## src/rtl/micro_alpha_veryl_shift_sequencer.sv

```systemverilog
`default_nettype none
// +----------------------------------------------------------------------------+
// | Module   : micro_alpha_veryl_shift_sequencer                               |
// | Brief    : Iterates the single-bit shifter COUNT times behind two          |
// |            valid/ready handshakes. Optional MICRO_ALPHA_SHIFT_SEQ_ROTATE_EN |
// |            adds a rotate input for the logical shifts.                     |
// | Revision : 1.0                                                             |
// +----------------------------------------------------------------------------+

package micro_alpha_veryl_pkg;
    typedef enum logic [2:0] {
        NOP                  = 3'd0,
        LEFT_LOGICALLY       = 3'd1,
        LEFT_ARITHMETICALLY  = 3'd2,
        RIGHT_LOGICALLY      = 3'd3,
        RIGHT_ARITHMETICALLY = 3'd4,
        EXTENSION            = 3'd5,
        SWAP                 = 3'd6
    } shifter_operation_t;
endpackage

module micro_alpha_veryl_shifter
    import micro_alpha_veryl_pkg::*;
#(
    parameter int WIDTH = 16
) (
    input  logic               [WIDTH-1:0] in,
    input  shifter_operation_t             operation,
    input  logic                           cin,
    output logic               [WIDTH-1:0] out,
    output logic                           cout
);
    always_comb begin
        out  = in;
        cout = 1'b0;
        case (operation)
            LEFT_LOGICALLY, LEFT_ARITHMETICALLY: begin
                out  = {in[WIDTH-2:0], cin};
                cout = in[WIDTH-1];
            end
            RIGHT_LOGICALLY: begin
                out  = {cin, in[WIDTH-1:1]};
                cout = in[0];
            end
            RIGHT_ARITHMETICALLY: begin
                out  = {in[WIDTH-1], in[WIDTH-1:1]};
                cout = in[0];
            end
            EXTENSION: out = {{(WIDTH-8){in[7]}}, in[7:0]};
            SWAP:      out = {in[WIDTH/2-1:0], in[WIDTH-1:WIDTH/2]};
            default:   out = in;
        endcase
    end
endmodule

module micro_alpha_veryl_shift_sequencer
    import micro_alpha_veryl_pkg::*;
#(
    parameter int WIDTH     = 16,
    parameter int CNT_WIDTH = 4
) (
    input  logic                               clk,
    input  logic                               rst,
    input  logic                               start_valid,
    output logic                               start_ready,
    input  shifter_operation_t                 operation,
    input  logic               [WIDTH-1:0]     data,
    input  logic               [CNT_WIDTH-1:0] count,
    input  logic                               cin,
`ifdef MICRO_ALPHA_SHIFT_SEQ_ROTATE_EN
    input  logic                               rotate,
`endif
    output logic                               result_valid,
    input  logic                               result_ready,
    output logic               [WIDTH-1:0]     result,
    output logic                               cout,
    output logic                               busy
);
    typedef enum logic [1:0] {
        S_IDLE = 2'd0,
        S_STEP = 2'd1,
        S_DONE = 2'd2
    } state_t;

    localparam logic [CNT_WIDTH-1:0] c_cnt_zero = '0;
    localparam logic [CNT_WIDTH-1:0] c_cnt_one  = CNT_WIDTH'(1);

    state_t                   r_state;
    state_t                   w_state_nxt;
    shifter_operation_t       r_op;
    logic [WIDTH-1:0]         r_acc;
    logic                     r_cout;
    logic                     r_cin;
    logic [CNT_WIDTH-1:0]     r_remaining;
    logic [CNT_WIDTH-1:0]     w_start_count;
    logic                     w_start_is_shift;
    logic                     w_step_cin;
    logic [WIDTH-1:0]         w_sh_out;
    logic                     w_sh_cout;

    always_comb begin
        w_start_is_shift = 1'b0;
        case (operation)
            LEFT_LOGICALLY, LEFT_ARITHMETICALLY,
            RIGHT_LOGICALLY, RIGHT_ARITHMETICALLY: w_start_is_shift = 1'b1;
            default:                                w_start_is_shift = 1'b0;
        endcase
    end

    // A zero count bypasses the shifter entirely, even for non-shift operations.
    always_comb begin
        w_start_count = c_cnt_zero;
        if (count != c_cnt_zero) begin
            w_start_count = w_start_is_shift ? count : c_cnt_one;
        end
    end

`ifdef MICRO_ALPHA_SHIFT_SEQ_ROTATE_EN
    logic r_rotate;

    // Rotating feeds the bit leaving the word back into the vacated end.
    always_comb begin
        w_step_cin = r_cin;
        if (r_rotate && (r_op == LEFT_LOGICALLY)) begin
            w_step_cin = r_acc[WIDTH-1];
        end else if (r_rotate && (r_op == RIGHT_LOGICALLY)) begin
            w_step_cin = r_acc[0];
        end
    end

    always_ff @(posedge clk) begin
        if (!rst) begin
            r_rotate <= 1'b0;
        end else if ((r_state == S_IDLE) && start_valid) begin
            r_rotate <= rotate;
        end
    end
`else
    always_comb begin
        w_step_cin = r_cin;
    end
`endif

    micro_alpha_veryl_shifter #(
        .WIDTH     (WIDTH)
    ) u_shifter (
        .in        (r_acc),
        .operation (r_op),
        .cin       (w_step_cin),
        .out       (w_sh_out),
        .cout      (w_sh_cout)
    );

    always_ff @(posedge clk) begin
        if (!rst) begin
            r_state <= S_IDLE;
        end else begin
            r_state <= w_state_nxt;
        end
    end

    always_comb begin
        w_state_nxt  = r_state;
        start_ready  = 1'b0;
        result_valid = 1'b0;
        busy         = 1'b1;
        case (r_state)
            S_IDLE: begin
                start_ready = 1'b1;
                busy        = 1'b0;
                if (start_valid) begin
                    w_state_nxt = (w_start_count == c_cnt_zero) ? S_DONE : S_STEP;
                end
            end
            S_STEP: begin
                if (r_remaining == c_cnt_one) begin
                    w_state_nxt = S_DONE;
                end
            end
            S_DONE: begin
                result_valid = 1'b1;
                if (result_ready) begin
                    w_state_nxt = S_IDLE;
                end
            end
            default: begin
                w_state_nxt = S_IDLE;
            end
        endcase
    end

    always_ff @(posedge clk) begin
        if (!rst) begin
            r_op        <= NOP;
            r_acc       <= '0;
            r_cout      <= 1'b0;
            r_cin       <= 1'b0;
            r_remaining <= '0;
        end else begin
            case (r_state)
                S_IDLE: begin
                    if (start_valid) begin
                        r_op        <= operation;
                        r_acc       <= data;
                        r_cin       <= cin;
                        r_cout      <= 1'b0;
                        r_remaining <= w_start_count;
                    end
                end
                S_STEP: begin
                    r_acc       <= w_sh_out;
                    r_cout      <= w_sh_cout;
                    r_remaining <= r_remaining - c_cnt_one;
                end
                default: begin
                end
            endcase
        end
    end

    assign result = r_acc;
    assign cout   = r_cout;

endmodule
`default_nettype wire

```

## config.mk

```make
export PLATFORM = sky130hd
export DESIGN_NAME = micro_alpha_veryl_shift_sequencer
export DESIGN_NICKNAME = d
export VERILOG_FILES = /design/src/rtl/micro_alpha_veryl_shift_sequencer.sv
export SDC_FILE = /design/constraint.sdc
export NUM_CORES = 1
export LEC_CHECK = 0
export ABC_AREA = 1
export BUFFER_PORTS_ARGS = -buffer_cell sky130_fd_sc_hd__buf_2
export CAP_MARGIN = 20
export CORE_ASPECT_RATIO = 1.25
export CORE_MARGIN = 5
export CORE_UTILIZATION = 57
export CTS_BUF_LIST = sky130_fd_sc_hd__clkbuf_16
export CTS_CLUSTER_DIAMETER = 30
export CTS_CLUSTER_SIZE = 30
export DETAILED_ROUTE_END_ITERATION = 6
export GPL_TIMING_DRIVEN = 1
export PLACE_DENSITY = 0.95
export SYNTH_ARGS = -nofsm -noshare
export SYNTH_HDL_FRONTEND = slang
export SYNTH_SLANG_ARGS = --single-unit
```

## constraint.sdc

```tcl
create_clock -name clk -period 4.2 [get_ports clk]
set_input_delay 0.42 -clock clk [delete_from_list [all_inputs] [get_ports clk]]
set_output_delay 0.42 -clock clk [all_outputs]
set_load 0.03 [all_outputs]
```

==> impl_summary.md, run 1 <==
Logic synthesis
After synthesis, the mean cell area works out to 6.11 um2. Summing the sequential cell areas from Yosys gives 29.5% of the chip area. Ranked by total cell area, the synthesized netlist is headed by dfxtp_1 29%, nand2_1 15%, nand3_1 11%. The number of synthesized register bits is 27. The count of synthesis-stage warnings from yosys is 0. The net count of the mapped netlist is 330. Summing every instance area after synthesis gives 1830 um2. After synthesis, the largest area contributor takes up 29.5% of total cell area. The cell accounting for the most synthesized area is dfxtp_1. The netlist uses 23 different library cells. The cell count after synthesis came out at 300.

Placement
Timing analysis after detailed placement gives a worst setup slack of 2.21 ns. The congestion estimate from routability-driven global placement came to 0.887. The number of I/O port buffers is 47. The HPWL after detailed placement is 3.54 mm.

Summing all placed instances gives a cell area of 2060 um2.

Timing
The final number of hold-violating endpoints is 0. The worst slew margin relative to its limit is 54.3%. The number of failing setup endpoints in the final timing report is 0. Across the routed clock network, the largest skew measured is 0.00569 ns. The worst setup margin is 2.15 ns. The setup total negative slack is 0 ns. The number of max-slew violations in the final report is 0. Static timing analysis puts the maximum clock frequency at 0.488 GHz. The post-route clock period utilization is 48.7%. At the pin with the least slew margin, the transition time is 0.685 ns. The minimum period implied by the final worst setup slack is 2.05 ns. Setup repair after global routing left no endpoint under its margin.

Die
Once the floorplan was initialized, standard cells occupied 57.9% of the core. The overall die width is 60.7 um. The core box area is 3170 um2.

The area enclosed by the die boundary is 4460 um2. The die boundary height is 73.4 um. During I/O placement, the number of pins put on the boundary was 48. After floorplanning, the core was divided into 23 placement rows.

Global route
Global routing consumed, over all layers together, 23.0% of the routing resources. The total grt overflow is 0. The initial antenna violation count was 0. The number of global-route vias before repair is 1949. Entering global routing, the biggest net connects 31 pins. The first-pass GRT wire length is 8.02 mm.

Clock network
The clock tree from TritonCTS is yes. The tree is rooted in a clkbuf_16. The post-CTS clock slew at the launch and capture registers of the worst setup and hold paths is 0.07 ns. Post-CTS repair changed the size of 0 cells.

The number of levels the H-tree was split into is 1. The longest clock path from root to sink contains 2 buffers. At the later pin of the worst-skew pair, clock insertion delay measures 0.26 ns.

In this run, post-CTS hold repair placed 0 buffers. The post-CTS setup-driven buffer insertion count is 0. CTS saw 27 sinks.

In this run, CTS created clock tree buffers numbering 3.

Flow run
Across the run, the number of max-cap violations was 0.

Worst setup path
Across all register-to-register paths, the minimum setup slack is 2.15 ns. In this run the worst path has a maximum fanout of 30. The worst register-to-register path has a depth of 9. The startpoint identified for the worst register-to-register timing path is r_state[1].

STA classifies the critical path startpoint as a register. The required time of the worst setup path is 4.32 ns. The type of destination of the critical path is a register.

In this run the worst setup path terminates at result[0]. The start point of the critical path is r_state[1]. Data arrives at the worst endpoint at 2.16 ns.

The reg-to-reg critical path endpoint is result[0]. The worst setup path is of the register to register kind.

Cells and area
The final instance area is 2140 um2. At the end of the flow, the number of nets in the layout was 371. The share of layout cells above drive strength 1 is 24.1%. Compared with the post-synthesis result, the final layout area differs by 16.7%. The total inserted antenna cells is 0.

Counting the fill cells in the layout gives 296.

Route
The via count normalized by instance count is 5.66. For this run, design rule violations remaining after detail routing come to 0. The average detailed-routed wire length per instance is 13.1 um.

Detailed routing inserted a total of 2134 vias. In this run the remaining antenna-violating nets after routing total 0. The number of detailed-routing iterations run before antenna repair is 5. After detailed routing, the total wire length is 4.94 mm. The first routing iteration left 169 violations.

Power and ir drop
The worst IR drop on VDD is 0.000270 V. The total power density per cell area is 425 nW/um2. The power after layout is 0.910 mW. Summed over all cells, the static leakage comes to 1.00 nW.

Outcome
The flow ran to the end, and the final reports show no timing, DRC or antenna violations.

Hold path
The tightest min-delay check is of the input port to register type.
-- cells in the mapped netlist --
cell      number
o21ai_1        1
clkbuf_1       6
nor2_2         2
nand4_1        8
xnor2_1        1
nor2_4         3
a31oi_1        1
o211ai_1       1
or2_2         16
xor2_1         2
o21ai_0       19
nand3_2        2
nand3_1       39
dfxtp_1       27
buf_6          1
buf_2          4
nand2_2        3
inv_1         26
inv_2          6
a21oi_1       28
nand2_1       72
nor2_1        30
ha_1           2
-- critical path, stage by stage (launching register included) --
cell	delay, ns
dfxtp_1	0.34
inv_2	0.04
nand2_1	0.39
inv_2	0.32
nand2_1	0.21
nor2_2	0.07
nor2_4	0.23
inv_2	0.13
nand2_1	0.08
a21oi_1	0.06
-- metrics by stage --
stage | std cells | hold WS (ns) | util (%)
2_1_floorplan | 300 | 0.438 | -
3_3_place_gp | 373 | 0.449 | 65.1
3_5_place_dp | 373 | 0.464 | 65.1
4_1_cts | 377 | 0.433 | 67.6
5_1_grt | 377 | 0.439 | 67.6
6_report | 377 | 0.428 | 67.6
-- flip-flops by register name, summed over array words and instances, names as in the netlist --
| register | cells |
|---|---|
| cout | 1 |
| r_cin | 1 |
| r_op | 3 |
| r_remaining | 4 |
| r_state | 2 |
| result | 16 |
-- placed cells by master, fill, tap and decap left out --
cell type / instances
nand3_1: 39
buf_2: 47
xor2_1: 2
nor2_4: 3
nand3_2: 2
xnor2_1: 1
nand4_1: 8
ha_1: 2
or2_2: 16
nor2_2: 2
o21ai_1: 1
inv_2: 6
nor2_1: 30
a31oi_1: 1
a21oi_1: 28
inv_1: 27
nand2_2: 3
nand2_1: 72
o21ai_0: 19
dfxtp_1: 27
clkbuf_16: 3
o211ai_1: 1
-- final cells by class --
class                   count  area (um2)  share of cell area, %
multi-input cells         230        1120                   52.3
clock buffers               3        75.1                   3.51
clock inverters             1        3.75                  0.175
well taps                  37        46.3                   2.16
inverters                  32         120                   5.61
repair buffers             47         235                   11.0
flip-flops and latches     27         541                   25.3
-- worst min-delay path by stage --
stage	from	to	slack [ns]	depth (start not counted)
6_report	result_ready	r_state[1]	0.43	4
5_1_grt	count[2]	r_remaining[2]	0.44	3
4_1_cts	count[2]	r_remaining[2]	0.43	3
3_5_place_dp	r_cin	r_cin	0.46	2
3_3_place_gp	r_cin	r_cin	0.45	2
2_1_floorplan	r_cin	r_cin	0.44	2
-- where the power goes --
group | total, mW | switching, mW | internal (mW)
registers | 0.343 | 0.0506 | 0.293
clock network | 0.219 | 0.0909 | 0.128
logic | 0.348 | 0.233 | 0.115
total | 0.910 | 0.375 | 0.535
-- metal layers --
layer	routed length [um]	vias up	global-route usage, %
met5	0	-	0
met4	148	0	10.1
met3	350	15	3.51
met2	2560	93	41.7
met1	1880	972	25.5
li1	-	1054	-
-- cells by family after synthesis --
logic type | count (synthesis) | synth area share (%)
and+or+nand+nor | 175 | 44.4
AOI/OAI and AO/OA | 50 | 13.9
buffers and inverters | 43 | 9.49
DFF | 27 | 29.5
xor gates and xnor gates | 3 | 1.43
adders and majority gates | 2 | 1.36
Note: power is estimated with default switching activity, not from simulation.
==> run 2: changes to the inputs <==
CORE_UTILIZATION = 53   (was 57)
PLACE_DENSITY = 0.91   (was 0.95)
clock period = 2 ns   (was 4.2 ns; I/O delays follow)
==> run 2 against run 1 <==
  * Sequential power rose by 110%
  * Sequential cell count did not move
  * Cell count rose by 1.9%
  * Utilization fell by 3.9 points
  * Sequential share of layout area fell by 0.46 points
  * Clock power rose by 100%
  * Highest routed layer unchanged
==> impl_summary.md, run 2 (synthesis gave the netlist of run 1 again) <==
Clock network
The number of CTS-inserted buffers is 3. Clock latency on the worst-skew pair, taken at its later pin, is 0.26 ns. The maximum buffer depth of the clock tree is 2. In this run the clock root is driven by a clkbuf_16.

CTS built an H-tree with a depth of 1. The clock tree from TritonCTS is yes. The post-CTS setup-driven buffer insertion count is 0. The total of hold buffers inserted after clock tree synthesis is 0. Post-CTS repair changed the size of 0 cells. The post-CTS clock slew at the launch and capture registers of the worst setup and hold paths is 0.06 ns. The clock net in this run drives a total of 27 sinks.

Cells and area
Once layout is done, the placed cells without fillers occupy 2180 um2. The register with the most flip-flops in the layout has 16 of them. The library cell used most frequently in the layout, excluding fill and tap cells, is nand2_1. The area growth from synthesis to final layout is 18.9%. The total inserted antenna cells is 0.

For this run, the post-layout net count is 376. The sequential cell area in the final layout is 541 um2. Summing all multi-input logic gate instances after layout gives 1120 um2. Leaving out fill and tap cells, the most frequent cells in the layout are 72 x nand2_1, 47 x buf_2, 39 x nand3_1.

The final-layout fill cell count is 323. Cells with a size suffix above 1 make up 25.2% of the layout.

Hold path
For hold timing, the worst endpoint is r_state[1]. The number of cells on the worst hold path is 4. The origin of the worst min-delay path is result_ready. The type of the worst min-delay path is input port to register.

Worst setup path
Setup slack on the worst reg-to-reg path comes out at 0.27 ns. STA puts the critical path data required time at 2.12 ns. The type of destination of the critical path is a register. Tracing the worst setup path back leads to its startpoint at r_op[2]. The endpoint arrival time on the critical path is 1.85 ns. The worst register-to-register path begins at r_op[2]. For the worst flop-to-flop path, the logic depth is 9. The sort of element at the start of the critical path is a register. Of all nets on the critical path, the largest fanout is 17. The worst register-to-register path ends at result[4]. The type of the worst setup path is register to register.

Die
The die boundary height is 75.8 um. Once the floorplan was initialized, standard cells occupied 53.5% of the core. During I/O placement, the number of pins put on the boundary was 48.

The floorplan step defined a die boundary enclosing 4740 um2. The number of core rows is 24. The core region is 3420 um2.

The overall die width is 62.6 um.

Placement
The instance area after placement is 2100 um2. The final estimated routing congestion in global placement is 0.915. Summed over all nets, the half-perimeter wirelength after detailed placement is 3.62 mm.

OpenSTA, run right after detailed placement, puts the worst setup slack at 0.339 ns. The number of I/O port buffers is 47.

Global route
The first global-routing pass estimated 8.36 mm of wire. For this run the aggregate overflow at the end of global routing stands at 0. Entering global routing, the biggest net connects 22 pins. The initial antenna violation count is 0. The number of global-route vias before repair is 1934. The aggregate global-route resource usage is 21.6%.

Route
The detailed-route DRC error count is 0. After detailed routing, the wire length on met1 is 2.00 mm. Wire segments on met2 add up to 2.51 mm in the final route. The count of antenna-violating nets left after detailed routing is 0. The met3 wirelength from detailed routing is 284 um. The top routing layer in use is met4.

The starting DRC count in detailed routing is 130. In the routed layout, each cell is associated on average with a via count of 5.53. The number of detailed-routing iterations run before antenna repair is 4.

For this block, the routed nets add up to 4.90 mm of wire. In the final routed layout, each cell accounts on average for 12.8 um. The number of vias in the routed layout is 2122.

Timing
Setup violations remaining at the end of the flow were counted as 0. Headroom to the max-slew limit came out at 54.6%. Adding up every negative setup slack in the final design gives 0 ns.

Dividing the final minimum period by the clock period gives 86.4%. Across all setup checks in the final design, the least slack found is 0.272 ns. For the pin with the worst max-slew slack, the measured transition is 0.681 ns. Setup repair after global routing left no endpoint under its margin.

On the final layout, the worst clock skew is 0.00181 ns. The number of max-slew violations in the final report is 0. The routed design could run at a clock period as short as 1.73 ns. The final number of hold-violating endpoints was 0. The achievable frequency is 0.579 GHz.

Power and ir drop
The worst IR drop on VDD is 0.000489 V. The total power density per cell area is 877 nW/um2. The total leakage power is 1.03 nW.

Outcome
The flow ran to the end, and the final reports show no timing, DRC or antenna violations.

Flow run
Across the run, the number of max-cap violations was 0.
-- run 2: cell count changes in the layout (fill, tap and decap cells not counted), sizes merged --
cell  change
buf       +5
-- run 2: where the power goes --
group / internal [mW] / switching (mW)
sequential: 0.615 / 0.0990
clock: 0.268 / 0.178
combinational: 0.257 / 0.495
total: 1.14 / 0.772
-- run 2: how the worst max path moves through the flow --
stage	end	slack (ns)	cells past startpoint
finish	result[4]	0.27	9
global route	result[7]	0.13	9
CTS	result[7]	0.32	9
detailed placement	result[7]	0.34	9
global placement	result[1]	0.38	9
floorplan	result[7]	0.30	8
-- run 2: cell type report --
class / instances / area share [%]
inverters: 32 / 5.51
well taps: 39 / 2.24
repair buffers: 52 / 12.5
multi-input cells: 230 / 51.3
clock inverters: 1 / 0.172
clock buffers: 3 / 3.44
flip-flops and latches: 27 / 24.8
-- run 2: worst max-delay path, cell delays in order, from the launching register on --
cell and delay, ns:
dfxtp_1 0.50, inv_1 0.14, nand2_1 0.10, nand2_2 0.20, nand2_1 0.14, nor2_2 0.05, nor2_4 0.19, inv_2 0.12
nand2_1 0.08, a21oi_1 0.06
-- run 2: per-stage QoR --
stage	std cells	util [%]	hold WS [ns]	power (mW)
after global placement	380	61.4	0.450	1.45
after detailed placement	380	61.4	0.464	1.47
after CTS	384	63.7	0.210	1.91
after global routing	384	63.7	0.223	2.05
after floorplan	300	-	0.338	1.26
final	384	63.7	0.199	1.91
-- run 2: layer usage --
| metal | global-route usage [%] | up-vias |
|---|---|---|
| met4 | 10.1 | 0 |
| met5 | 0 | - |
| met3 | 4.57 | 16 |
| met2 | 39.9 | 68 |
| met1 | 24.0 | 974 |
| li1 | - | 1064 |
